**src/rtl/pipe_hazard_ctrl.sv**
```systemverilog
// Pipeline control for the in-order RV32I core: PC and stage-register enables,
// bubble insertion, per-stage valid tracking, fetch redirect handling, saturating counters.
module pipe_hazard_ctrl #(
   parameter int NUM_STAGES = 5,
   parameter int EX_STAGE   = 2,
   parameter int MEM_STAGE  = 3,
   parameter int CNT_W      = 32
) (
   input  logic                  clk,
   input  logic                  rst,
   input  logic                  imem_resp,
   input  logic                  dmem_op,
   input  logic                  dmem_resp,
   input  logic                  load_use,
   input  logic                  redirect,
   output logic                  imem_read,
   output logic                  load_pc,
   output logic                  fetch_ok,
   output logic [NUM_STAGES-2:0] stage_load,
   output logic [NUM_STAGES-2:0] stage_bubble,
   output logic [NUM_STAGES-1:0] stage_valid,
   output logic [CNT_W-1:0]      cnt_cycle,
   output logic [CNT_W-1:0]      cnt_retire,
   output logic [CNT_W-1:0]      cnt_stall,
   output logic [CNT_W-1:0]      cnt_flush
);

   typedef enum logic [1:0] {F_IDLE, F_WAIT, F_DISCARD} fetch_state_e;

   fetch_state_e            state_q, state_d;
   logic [NUM_STAGES-1:1]   valid_q, valid_d;
   logic [CNT_W-1:0]        cycle_q, cycle_d;
   logic [CNT_W-1:0]        retire_q, retire_d;
   logic [CNT_W-1:0]        stall_q, stall_d;
   logic [CNT_W-1:0]        flush_q, flush_d;
   logic [NUM_STAGES-1:0]   cur_valid;
   logic                    dmem_stall;
   logic                    redir_acc;

   function automatic logic [CNT_W-1:0] sat_inc(input logic [CNT_W-1:0] v, input logic en);
      return (en && (v != '1)) ? v + 1'b1 : v;
   endfunction

   // The PC stage always holds a live instruction once out of reset.
   assign cur_valid = {valid_q, 1'b1};

   always_comb begin
      // NOTE: every signal gets a default before any branch, so no path leaves one unassigned and no latch is inferred.
      state_d      = state_q;
      valid_d      = valid_q;
      cycle_d      = cycle_q;
      retire_d     = retire_q;
      stall_d      = stall_q;
      flush_d      = flush_q;
      imem_read    = 1'b0;
      load_pc      = 1'b0;
      fetch_ok     = 1'b0;
      stage_load   = '0;
      stage_bubble = '0;
      dmem_stall   = 1'b0;
      redir_acc    = 1'b0;

      if (rst) begin
         state_d  = F_IDLE;
         valid_d  = '0;
         cycle_d  = '0;
         retire_d = '0;
         stall_d  = '0;
         flush_d  = '0;
      end else begin
         dmem_stall = dmem_op & valid_q[MEM_STAGE] & ~dmem_resp;
         redir_acc  = redirect & ~dmem_stall;
         fetch_ok   = (state_q == F_WAIT) & imem_resp & ~redir_acc;
         imem_read  = 1'b1;
         load_pc    = 1'b1;
         stage_load = '1;

         unique case (state_q)
            F_IDLE:    state_d = F_WAIT;
            F_WAIT:    if (~imem_resp & redir_acc) state_d = F_DISCARD;
            F_DISCARD: if (imem_resp & ~redir_acc) state_d = F_WAIT;
            default:   state_d = F_IDLE;
         endcase

         if (dmem_stall) begin
            load_pc = 1'b0;
            for (int i = 0; i < MEM_STAGE; i++) stage_load[i] = 1'b0;
            stage_bubble[MEM_STAGE] = 1'b1;
         end else if (redir_acc) begin
            for (int i = 0; i < EX_STAGE; i++) stage_bubble[i] = 1'b1;
         end else if (load_use) begin
            load_pc = 1'b0;
            for (int i = 0; i < EX_STAGE - 1; i++) stage_load[i] = 1'b0;
            stage_bubble[EX_STAGE-1] = 1'b1;
         end else if (~fetch_ok) begin
            load_pc         = 1'b0;
            stage_bubble[0] = 1'b1;
         end

         for (int i = 0; i < NUM_STAGES - 1; i++) begin
            if (stage_load[i]) valid_d[i+1] = cur_valid[i] & ~stage_bubble[i];
         end

         cycle_d  = sat_inc(cycle_q, 1'b1);
         retire_d = sat_inc(retire_q, cur_valid[NUM_STAGES-1] & stage_load[NUM_STAGES-2]);
         stall_d  = sat_inc(stall_q, ~load_pc);
         flush_d  = sat_inc(flush_q, redir_acc);
      end
   end

   always_ff @(posedge clk) begin
      state_q  <= state_d;
      valid_q  <= valid_d;
      cycle_q  <= cycle_d;
      retire_q <= retire_d;
      stall_q  <= stall_d;
      flush_q  <= flush_d;
   end

   // Registered views are forced low while reset is held so every output reads 0.
   assign stage_valid = rst ? '0 : cur_valid;
   assign cnt_cycle   = rst ? '0 : cycle_q;
   assign cnt_retire  = rst ? '0 : retire_q;
   assign cnt_stall   = rst ? '0 : stall_q;
   assign cnt_flush   = rst ? '0 : flush_q;

endmodule

```
**config.mk**
```make
export PLATFORM = sky130hd
export DESIGN_NAME = pipe_hazard_ctrl
export DESIGN_NICKNAME = d
export VERILOG_FILES = /design/src/rtl/pipe_hazard_ctrl.sv
export SDC_FILE = /design/constraint.sdc
export NUM_CORES = 1
export LEC_CHECK = 0
export CORE_ASPECT_RATIO = 1.25
export CORE_MARGIN = 2
export CORE_UTILIZATION = 52
export CTS_CLUSTER_DIAMETER = 80
export DETAILED_ROUTE_END_ITERATION = 16
export HOLD_SLACK_MARGIN = 0.05
export PLACE_DENSITY = 0.79
export SYNTH_ARGS = -nofsm -noshare
export SYNTH_HDL_FRONTEND = slang
export SYNTH_SLANG_ARGS = --single-unit
```
**constraint.sdc**
```tcl
create_clock -name clk -period 3.2 [get_ports clk]
set_input_delay 0.48 -clock clk [delete_from_list [all_inputs] [get_ports clk]]
set_output_delay 0.48 -clock clk [all_outputs]
set_load 0.01 [all_outputs]
```
==> impl_metrics.ini, run 1 <==
[floorplanning]
core.rowCount = 48
horizontal_extent_of_the_die_um = 111
die_y_um = 138
ioPinCount = 151
fp.dieArea_mm2 = 0.0153
floorplan.core_area_mm2 = 0.0139
initial_core_util_pct = 53.7

[clocking]
clk_pin_slew_worst_paths_ns = 0.05
cts_tree = done
clk-insertion-delay-late_ns = 0.42
clock_tree.buffer_depth = 2
root_buffer_master = clkbuf_16
cts_hold_buffers = 0
cts-buffers-inserted = 17
sink_count_of_the_clock_tree = 134
post-cts-setup-buffers = 0
post_cts.resized_instances = 0
htree_num_levels = 4

[grt]
grt_first_pass_wirelength_um = 31500
gr-usage-all-layers_pct = 24.5
grt_max_degree = 116
antenna_found_initial = 0
first_global_vias = 6691
grt.overflow.total = 0

[yosys]
yosys.area_share.xor_xnor_pct = 4.94
synth_adder_area_share_pct = 0.672
synthTopCellsByArea = dfxtp_1, nor2b_1, nor2_1, mux2_2, nand2_1
yosys.area.top_type = dfxtp_1
synth_fp_nets = 959
area_share_of_and_or_nand_nor_cells_after_synthesis_pct = 39.6
synth_top_cell_area_share_pct = 36.0
synth_top_family_by_area = simple AND/OR/NAND/NOR gates
synthesis.area_mm2 = 0.00744
async_flop_share_pct = 0
seq_area_frac_synth_pct = 36.0
ys_seq_elements = 134
ys_warn_count = 0
synth_top_flop_cell = dfxtp_1
syn_avg_cell_area_um2 = 7.85
ys_types = 55
synthCells = 948
synth_compound_area_share_pct = 10.4
synth.mux.area_fraction_pct = 4.50
synth_edf_count = 0

[layout]
area_growth_syn_to_layout_pct = 29.7
nets = 1091
layout-drive-gt1-share_pct = 7.34
filler_cell_count = 1135
utilization_after_layout_pct = 69.6
n_antenna_cell = 0

[pwr]
design_power_total_uw = 3740
powerDensity_mw_per_mm2 = 387
power.static_leakage_uw = 0.00336
max-vdd-ir-drop_v = 0.000293

[worst_setup_path]
worstPathArrival_ns = 2.35
timing.critical_path.slowest_cell_delay_ns = 0.56
sum_of_buffers_and_inverters_on_the_critical_path = 2
path_max_fanout = 5
setup.worst_path.end_class = output pin
cpMaxStageDelayCell = clkdlybuf4s50_1
critical-path-top-cell-by-count = clkdlybuf4s50_1
timing.critical_path.max_delay_family = buffers and inverters
setup.worst_path.class = input port to output pin
critPathLaunchType = input port
cp_cell_sequence = clkdlybuf4s50_1 > nor4bb_1 > o21ai_1 > nor2_1 > clkdlybuf4s50_1
cp_data_required_time_ns = 2.72

[timing]
fmaxAchievable_mhz = 354
maxSlewHeadroom_pct = 32.7
setup_repair_after_global_routing_missed_its_margin = no
fin_crit_ns = 2.83
finalMaxSlewViolations = 0
total_setup_violations_reported_at_the_end_of_the_flow = 0
timing_hold_violations_final = 0
skew_ns = 0.00464
final.setup.tns_ns = 0
max_slew.worst_pin.slew_ns = 0.996
post-route-period-util_pct = 88.3

[route]
violation_count_after_the_first_detailed_route_iteration = 465
finalWirelength_um = 18700
num_vias = 7284
routed_via_count_divided_by_cell_count = 5.76
drt-wirelength-per-cell_um = 14.8
drtAntennaViolNets = 0
post_detailed_route_drc_marker_count = 0
number_of_iterations_in_the_first_detailed_routing_pass = 5

[hold_path]
worstHoldPathType = input port to register

[job]
cap_violations = 0

[placement]
port_buffers = 149
dpl.hpwl_um = 13000
finalWeightedCongestion = 0.868

[status]
outcome = complete, no violations
-- placed cells by master, fill, tap and decap left out, types with 22 or more instances in the layout --
cell type / count
mux2_2: 28
nand2_1: 78
nor2_1: 117
dfxtp_1: 134
nand4_1: 36
nand3_1: 44
or3_1: 22
o21ai_0: 51
a21oi_1: 28
clkdlybuf4s50_1: 148
or4_1: 32
nor2b_1: 118
xor2_1: 25
-- synthesized netlist by cell type (2+ instances only) --
master       n
a31o_2       2
o31ai_1      5
nor2_1     117
a21oi_1     28
nor4b_1      2
buf_1        5
or4_1       32
o211ai_1     5
o2111ai_1    5
nand3b_1     2
xor2_1      25
and4_1      19
nor4_1      15
or4_4        2
nor3b_1      3
and3_1      13
and2_1       6
o31a_1       2
clkbuf_1    42
nand3_1     44
nor2b_1    118
nor3_1      21
mux2_2      28
a2111oi_0    5
nand2_1     78
or3_1       22
nand4_1     36
buf_4        4
a211oi_1     5
inv_1       21
dfxtp_1    134
mux2i_1      2
xnor2_1     17
o41ai_1      2
ha_1         4
or2_2        4
o21ai_0     51
a31oi_1      5
-- per-stage QoR --
stage	instance area (um^2)	worst slack [ns]	hold slack [ns]	std cells
6_report	9650	0.373	0.437	1265
5_1_grt	9650	0.233	0.461	1265
4_1_cts	9650	0.342	0.441	1265
3_5_place_dp	9090	0.359	0.467	1236
3_3_place_gp	9090	0.399	0.464	1236
2_1_floorplan	7440	0.961	0.438	948
-- per-layer routing --
metal	global-route usage (%)	routed length, um	share of wire, %	vias up
li1	-	-	-	3636
met1	30.1	8130	43	3413
met2	42.4	9180	49	208
met3	6.20	1090	5.8	27
met4	8.02	338	1.8	0
met5	0	0	0	-
-- area by class of cell --
cell class                      instances  area, um^2  share of cell area, %
Timing Repair Buffer                  164        1630                   16.9
Multi-Input combinational cell        742        4480                   46.4
Sequential cell                       134        2680                   27.8
Tap cell                              175         219                   2.27
Clock inverter                          4        70.1                  0.726
Clock buffer                           25         495                   5.13
Inverter                               21        78.8                  0.817
-- sequential cells by signal, summed over array words and instances (netlist names) --
signal and flops:
stall_q 32, state_q 2, cycle_q 32, flush_q 32, retire_q 32, valid_q 4
-- power by group --
group	switching (uW)	internal [uW]	total [uW]	leakage, uW
sequential	12.9	1680	1690	0.00108
clock	676	1210	1890	0.000279
combinational	94.6	60.0	155	0.00200
-- cells by family after synthesis --
kind of cell               Yosys count
AOI/OAI and AO/OA                  126
and+or+nand+nor                    539
muxes                               30
other                                1
xor gates and xnor gates            42
DFF                                134
adders and majority gates            4
buffers and inverters               72
-- final timing paths --
| path | slack, ns | start | cells past startpoint | endpoint |
|---|---|---|---|---|
| max | 0.37 | imem_resp | 5 | load_pc |
| min | 0.44 | rst | 2 | cycle_q[1]$_SDFFE_PP0P_ |
| max reg2reg | 0.56 | stall_q[27]$_SDFFE_PP0P_ | 6 | stall_q[9]$_SDFFE_PP0P_ |
| min reg2reg | 0.48 | valid_q[1]$_SDFFE_PP0P_ | 2 | valid_q[1]$_SDFFE_PP0P_ |
No activity file was read; power rests on OpenSTA's default activity.
==> inputs of run 2 (changes only) <==
Settings changed: CORE_UTILIZATION 52 to 54, CTS_BUF_LIST set to sky130_fd_sc_hd__clkbuf_2 sky130_fd_sc_hd__clkbuf_4 sky130_fd_sc_hd__clkbuf_8, PLACE_DENSITY 0.79 to 0.81.
==> impl_metrics.ini, run 2 (synthesis gave the netlist of run 1 again) <==
[status]
outcome = complete, no violations

[clocking]
clk_pin_slew_worst_paths_ns = 0.07
post_cts.resized_instances = 0
cts_hold_buffers = 0
post-cts-setup-buffers = 0
clock_tree.buffer_depth = 2
cts-buffers-inserted = 17
root_buffer_master = clkbuf_8
sink_count_of_the_clock_tree = 134
clk-insertion-delay-late_ns = 0.46
htree_num_levels = 4
cts_tree = done

[timing]
max_slew.worst_pin.slew_ns = 0.911
post-route-period-util_pct = 89.7
final.setup.tns_ns = 0
fmaxAchievable_mhz = 348
total_setup_violations_reported_at_the_end_of_the_flow = 0
maxSlewHeadroom_pct = 37.7
finalMaxSlewViolations = 0
fin_crit_ns = 2.87
timing_hold_violations_final = 0
skew_ns = 0.0130
setup_repair_after_global_routing_missed_its_margin = no

[hold_path]
worstHoldPathType = input port to register
hp-start = rst
hold_depth = 2
min_to = cycle_q[2]$_SDFFE_PP0P_

[route]
number_of_iterations_in_the_first_detailed_routing_pass = 6
drt-wirelength-per-cell_um = 14.6
drtAntennaViolNets = 0
post_detailed_route_drc_marker_count = 0
routed_via_count_divided_by_cell_count = 5.74
finalWirelength_um = 18500
violation_count_after_the_first_detailed_route_iteration = 386
num_vias = 7283

[worst_setup_path]
setup.worst_path.class = input port to output pin
cp_data_required_time_ns = 2.72
setup.worst_path.end_class = output pin
worstPathArrival_ns = 2.39
reg2reg_to = stall_q[25]$_SDFFE_PP0P_
r2r_start = stall_q[13]$_SDFFE_PP0P_
critPathLaunchType = input port
rr_worst_depth = 6
timing.reg2reg.setup_slack_ns = 0.68
path_max_fanout = 5

[placement]
dpl.hpwl_um = 13200
finalWeightedCongestion = 0.844
port_buffers = 149
placed_cells = 1237

[layout]
multi_input_gate_area_mm2 = 0.00448
post_layout_nonfiller_instances = 1269
area_growth_syn_to_layout_pct = 27.7
layout-drive-gt1-share_pct = 8.38
n_antenna_cell = 0
layout.area.seq_mm2 = 0.00268
mostFrequentLayoutCell = clkdlybuf4s50_1
nets = 1096
layout.cells.most_common_list = clkdlybuf4s50_1, dfxtp_1, nor2b_1, nor2_1, nand2_1
filler_cell_count = 1094

[pwr]
power_switching_share_pct = 24.5
design_power_total_uw = 3230
sequentialPowerShare_pct = 52.4
netSwitchingPower_uw = 790
comb_power_share_pct = 4.9
power.clock.fraction_pct = 42.7
max-vdd-ir-drop_v = 0.000250
power.static_leakage_uw = 0.00330
powerDensity_mw_per_mm2 = 339
power.internal_uw = 2440

[floorplanning]
floorplan.core_area_mm2 = 0.0133
initial_core_util_pct = 55.8
horizontal_extent_of_the_die_um = 109
fp.dieArea_mm2 = 0.0147
ioPinCount = 151
die_y_um = 135
core.rowCount = 47

[grt]
first_global_vias = 6433
antenna_found_initial = 0
grt_max_degree = 84
grt.overflow.total = 0
grt_first_pass_wirelength_um = 30000
gr-usage-all-layers_pct = 25.1

[job]
cap_violations = 0
==> run 2: stage by stage <==
| step | area, um^2 | hold WS (ns) | util [%] | worst slack [ns] |
|---|---|---|---|---|
| final | 9510 | 0.460 | 71.2 | 0.331 |
| after global routing | 9510 | 0.491 | 71.2 | 0.205 |
| after CTS | 9510 | 0.460 | 71.2 | 0.326 |
| after detailed placement | 9120 | 0.460 | 68.3 | 0.332 |
| after global placement | 9120 | 0.462 | 68.3 | 0.346 |
| after floorplan | 7440 | 0.438 | - | 0.961 |
==> run 2: metal layers <==
metal / track usage (%) / wire length, um
met1: 31.6 / 7990
met2: 41.4 / 8930
met3: 5.24 / 1200
met4: 10.5 / 356
met5: 0 / 0
==> run 2: power by group through the flow <==
stage	registers (uW)	logic, uW	clock network (uW)
after global routing	1690	175	1460
after floorplan	1720	100	0
after detailed placement	1730	159	0
after CTS	1690	159	1400
final	1690	158	1380
after global placement	1730	156	0
==> run 2: worst max path at each step <==
stage / startpoint / end / slack (ns) / depth (start not counted)
2_1_floorplan: dmem_resp / flush_q[21]$_SDFFE_PP0P_ / 0.96 / 7
3_3_place_gp: imem_resp / load_pc / 0.35 / 5
3_5_place_dp: imem_resp / load_pc / 0.33 / 5
4_1_cts: imem_resp / load_pc / 0.33 / 5
5_1_grt: imem_resp / load_pc / 0.20 / 5
6_report: imem_resp / load_pc / 0.33 / 5
==> run 2: critical path, stage by stage <==
cell and delay, ns:
clkdlybuf4s50_1 0.52, nor4bb_1 0.41, o21ai_1 0.26, nor2_1 0.16, clkdlybuf4s50_1 0.55
==> run 2: layout make-up <==
cell class,count,share of cell area [%]
inverter,21,0.829
multi-input combinational,742,47.1
timing repair buffer,169,17.5
tap,171,2.25
clock buffer,21,3.04
sequential,134,28.2
clock inverter,11,1.05
==> inputs of run 3 (changes only) <==
Settings changed: CORE_MARGIN 2 to not set.
==> impl_metrics.ini, run 3 (synthesis gave the netlist of run 1 again) <==
[status]
outcome = complete, no violations

[timing]
maxSlewHeadroom_pct = 34.4
total_setup_violations_reported_at_the_end_of_the_flow = 0
skew_ns = 0.0114
timing_hold_violations_final = 0
finalMaxSlewViolations = 0
fmaxAchievable_mhz = 354
max_slew.worst_pin.slew_ns = 0.960
finalHoldWorstSlack_ns = 0.416
final.setup.tns_ns = 0
setup_repair_after_global_routing_missed_its_margin = no
post-route-period-util_pct = 88.2
fin_crit_ns = 2.82
postLayoutSetupSlackWorst_ns = 0.377

[route]
number_of_iterations_in_the_first_detailed_routing_pass = 5
post_detailed_route_drc_marker_count = 0
routed_via_count_divided_by_cell_count = 5.69
drt-wirelength-per-cell_um = 14.5
violation_count_after_the_first_detailed_route_iteration = 386
drtAntennaViolNets = 0
num_vias = 7201
finalWirelength_um = 18400

[placement]
dpl_cell_area_mm2 = 0.00910
port_buffers = 149
finalWeightedCongestion = 0.869
dpl.hpwl_um = 13000
dp_slack_ns = 0.321
placed_cells = 1234

[floorplanning]
die_y_um = 133
ioPinCount = 151
core.rowCount = 47
fp.dieArea_mm2 = 0.0143
floorplan.core_area_mm2 = 0.0133
initial_core_util_pct = 55.8
horizontal_extent_of_the_die_um = 107

[grt]
grt.overflow.total = 0
grt_max_degree = 70
first_global_vias = 6431
gr-usage-all-layers_pct = 26.2
grt_first_pass_wirelength_um = 30400
antenna_found_initial = 0

[clocking]
clock_tree.buffer_depth = 2
cts_tree = done
post_cts.resized_instances = 0
post-cts-setup-buffers = 0
sink_count_of_the_clock_tree = 134
cts_hold_buffers = 0
root_buffer_master = clkbuf_8
clk-insertion-delay-late_ns = 0.45
htree_num_levels = 4
clk_pin_slew_worst_paths_ns = 0.08
cts-buffers-inserted = 17

[worst_setup_path]
cp_data_required_time_ns = 2.72
worstPathArrival_ns = 2.34
timing.reg2reg.setup_slack_ns = 0.63
rr_worst_depth = 6
setup.worst_path.end_class = output pin
critPathLaunchType = input port
setup.worst_path.class = input port to output pin
r2r_start = stall_q[13]$_SDFFE_PP0P_
path_max_fanout = 11
critPathLaunch = dmem_resp

[layout]
filler_cell_count = 1074
multi_input_gate_area_mm2 = 0.00448
layout.area.seq_mm2 = 0.00268
nets = 1093
layout.cells.most_common_list = clkdlybuf4s50_1, dfxtp_1, nor2b_1, nor2_1, nand2_1
area_growth_syn_to_layout_pct = 28.0
final_cell_area_mm2 = 0.00952
n_antenna_cell = 0
mostFrequentLayoutCell = clkdlybuf4s50_1
layout-drive-gt1-share_pct = 8.13
post_layout_nonfiller_instances = 1266

[pwr]
max-vdd-ir-drop_v = 0.000298
power.static_leakage_uw = 0.00329
powerDensity_mw_per_mm2 = 353

[hold_path]
hold_depth = 2
worstHoldPathType = input port to register
hp-start = rst

[job]
cap_violations = 0
[run 3: changes by cell type in the layout (fill, tap and decap cells not counted), moves of 2 or more]
cell | before | now
clkinvlp_4 | 2 | 4
bufinv_16 | 1 | 3
clkbuf_8 | 21 | 18
buf_4 | 18 | 15
clkinv_2 | 4 | 0
inv_6 | 0 | 2
[run 3: final timing paths]
kind | to
worst max register to register | stall_q[9]$_SDFFE_PP0P_
worst min-delay path | cycle_q[0]$_SDFFE_PP0P_
worst min register to register | valid_q[3]$_SDFFE_PP0N_
worst max-delay path | fetch_ok
[run 3: layout make-up]
cell class	instances	share of cell area (%)
multi-input combinational	742	47.0
sequential	134	28.2
timing repair buffer	166	17.3
clock buffer	19	2.68
tap	171	2.25
clock inverter	13	1.81
inverter	21	0.828
[run 3: stage by stage]
stage | utilization [%] | total power, uW
after floorplan | - | 1820
after detailed placement | 68.1 | 1880
after global routing | 71.3 | 3460
after CTS | 71.3 | 3380
final | 71.3 | 3360
after global placement | 68.1 | 1880
[run 3: where the power goes]
| group | leakage, uW | total, uW | internal [uW] | switching, uW |
|---|---|---|---|---|
| Clock | 0.000203 | 1510 | 808 | 705 |
| Combinational | 0.00201 | 156 | 61.3 | 94.9 |
| Sequential | 0.00108 | 1690 | 1680 | 12.6 |
[run 3: routing by layer]
layer,wire (um),vias to the layer above,global-route usage [%]
met5,0,-,0
met1,8140,3323,33.9
met4,291,0,9.13
met3,1120,23,5.63
met2,8820,208,42.9
li1,-,3647,-
[run 3: worst max-delay path: stages]
cell	delay, ns
clkdlybuf4s50_1	0.42
nand3b_1	0.31
nand2_1	0.38
and3_1	0.21
clkdlybuf4s50_1	0.54
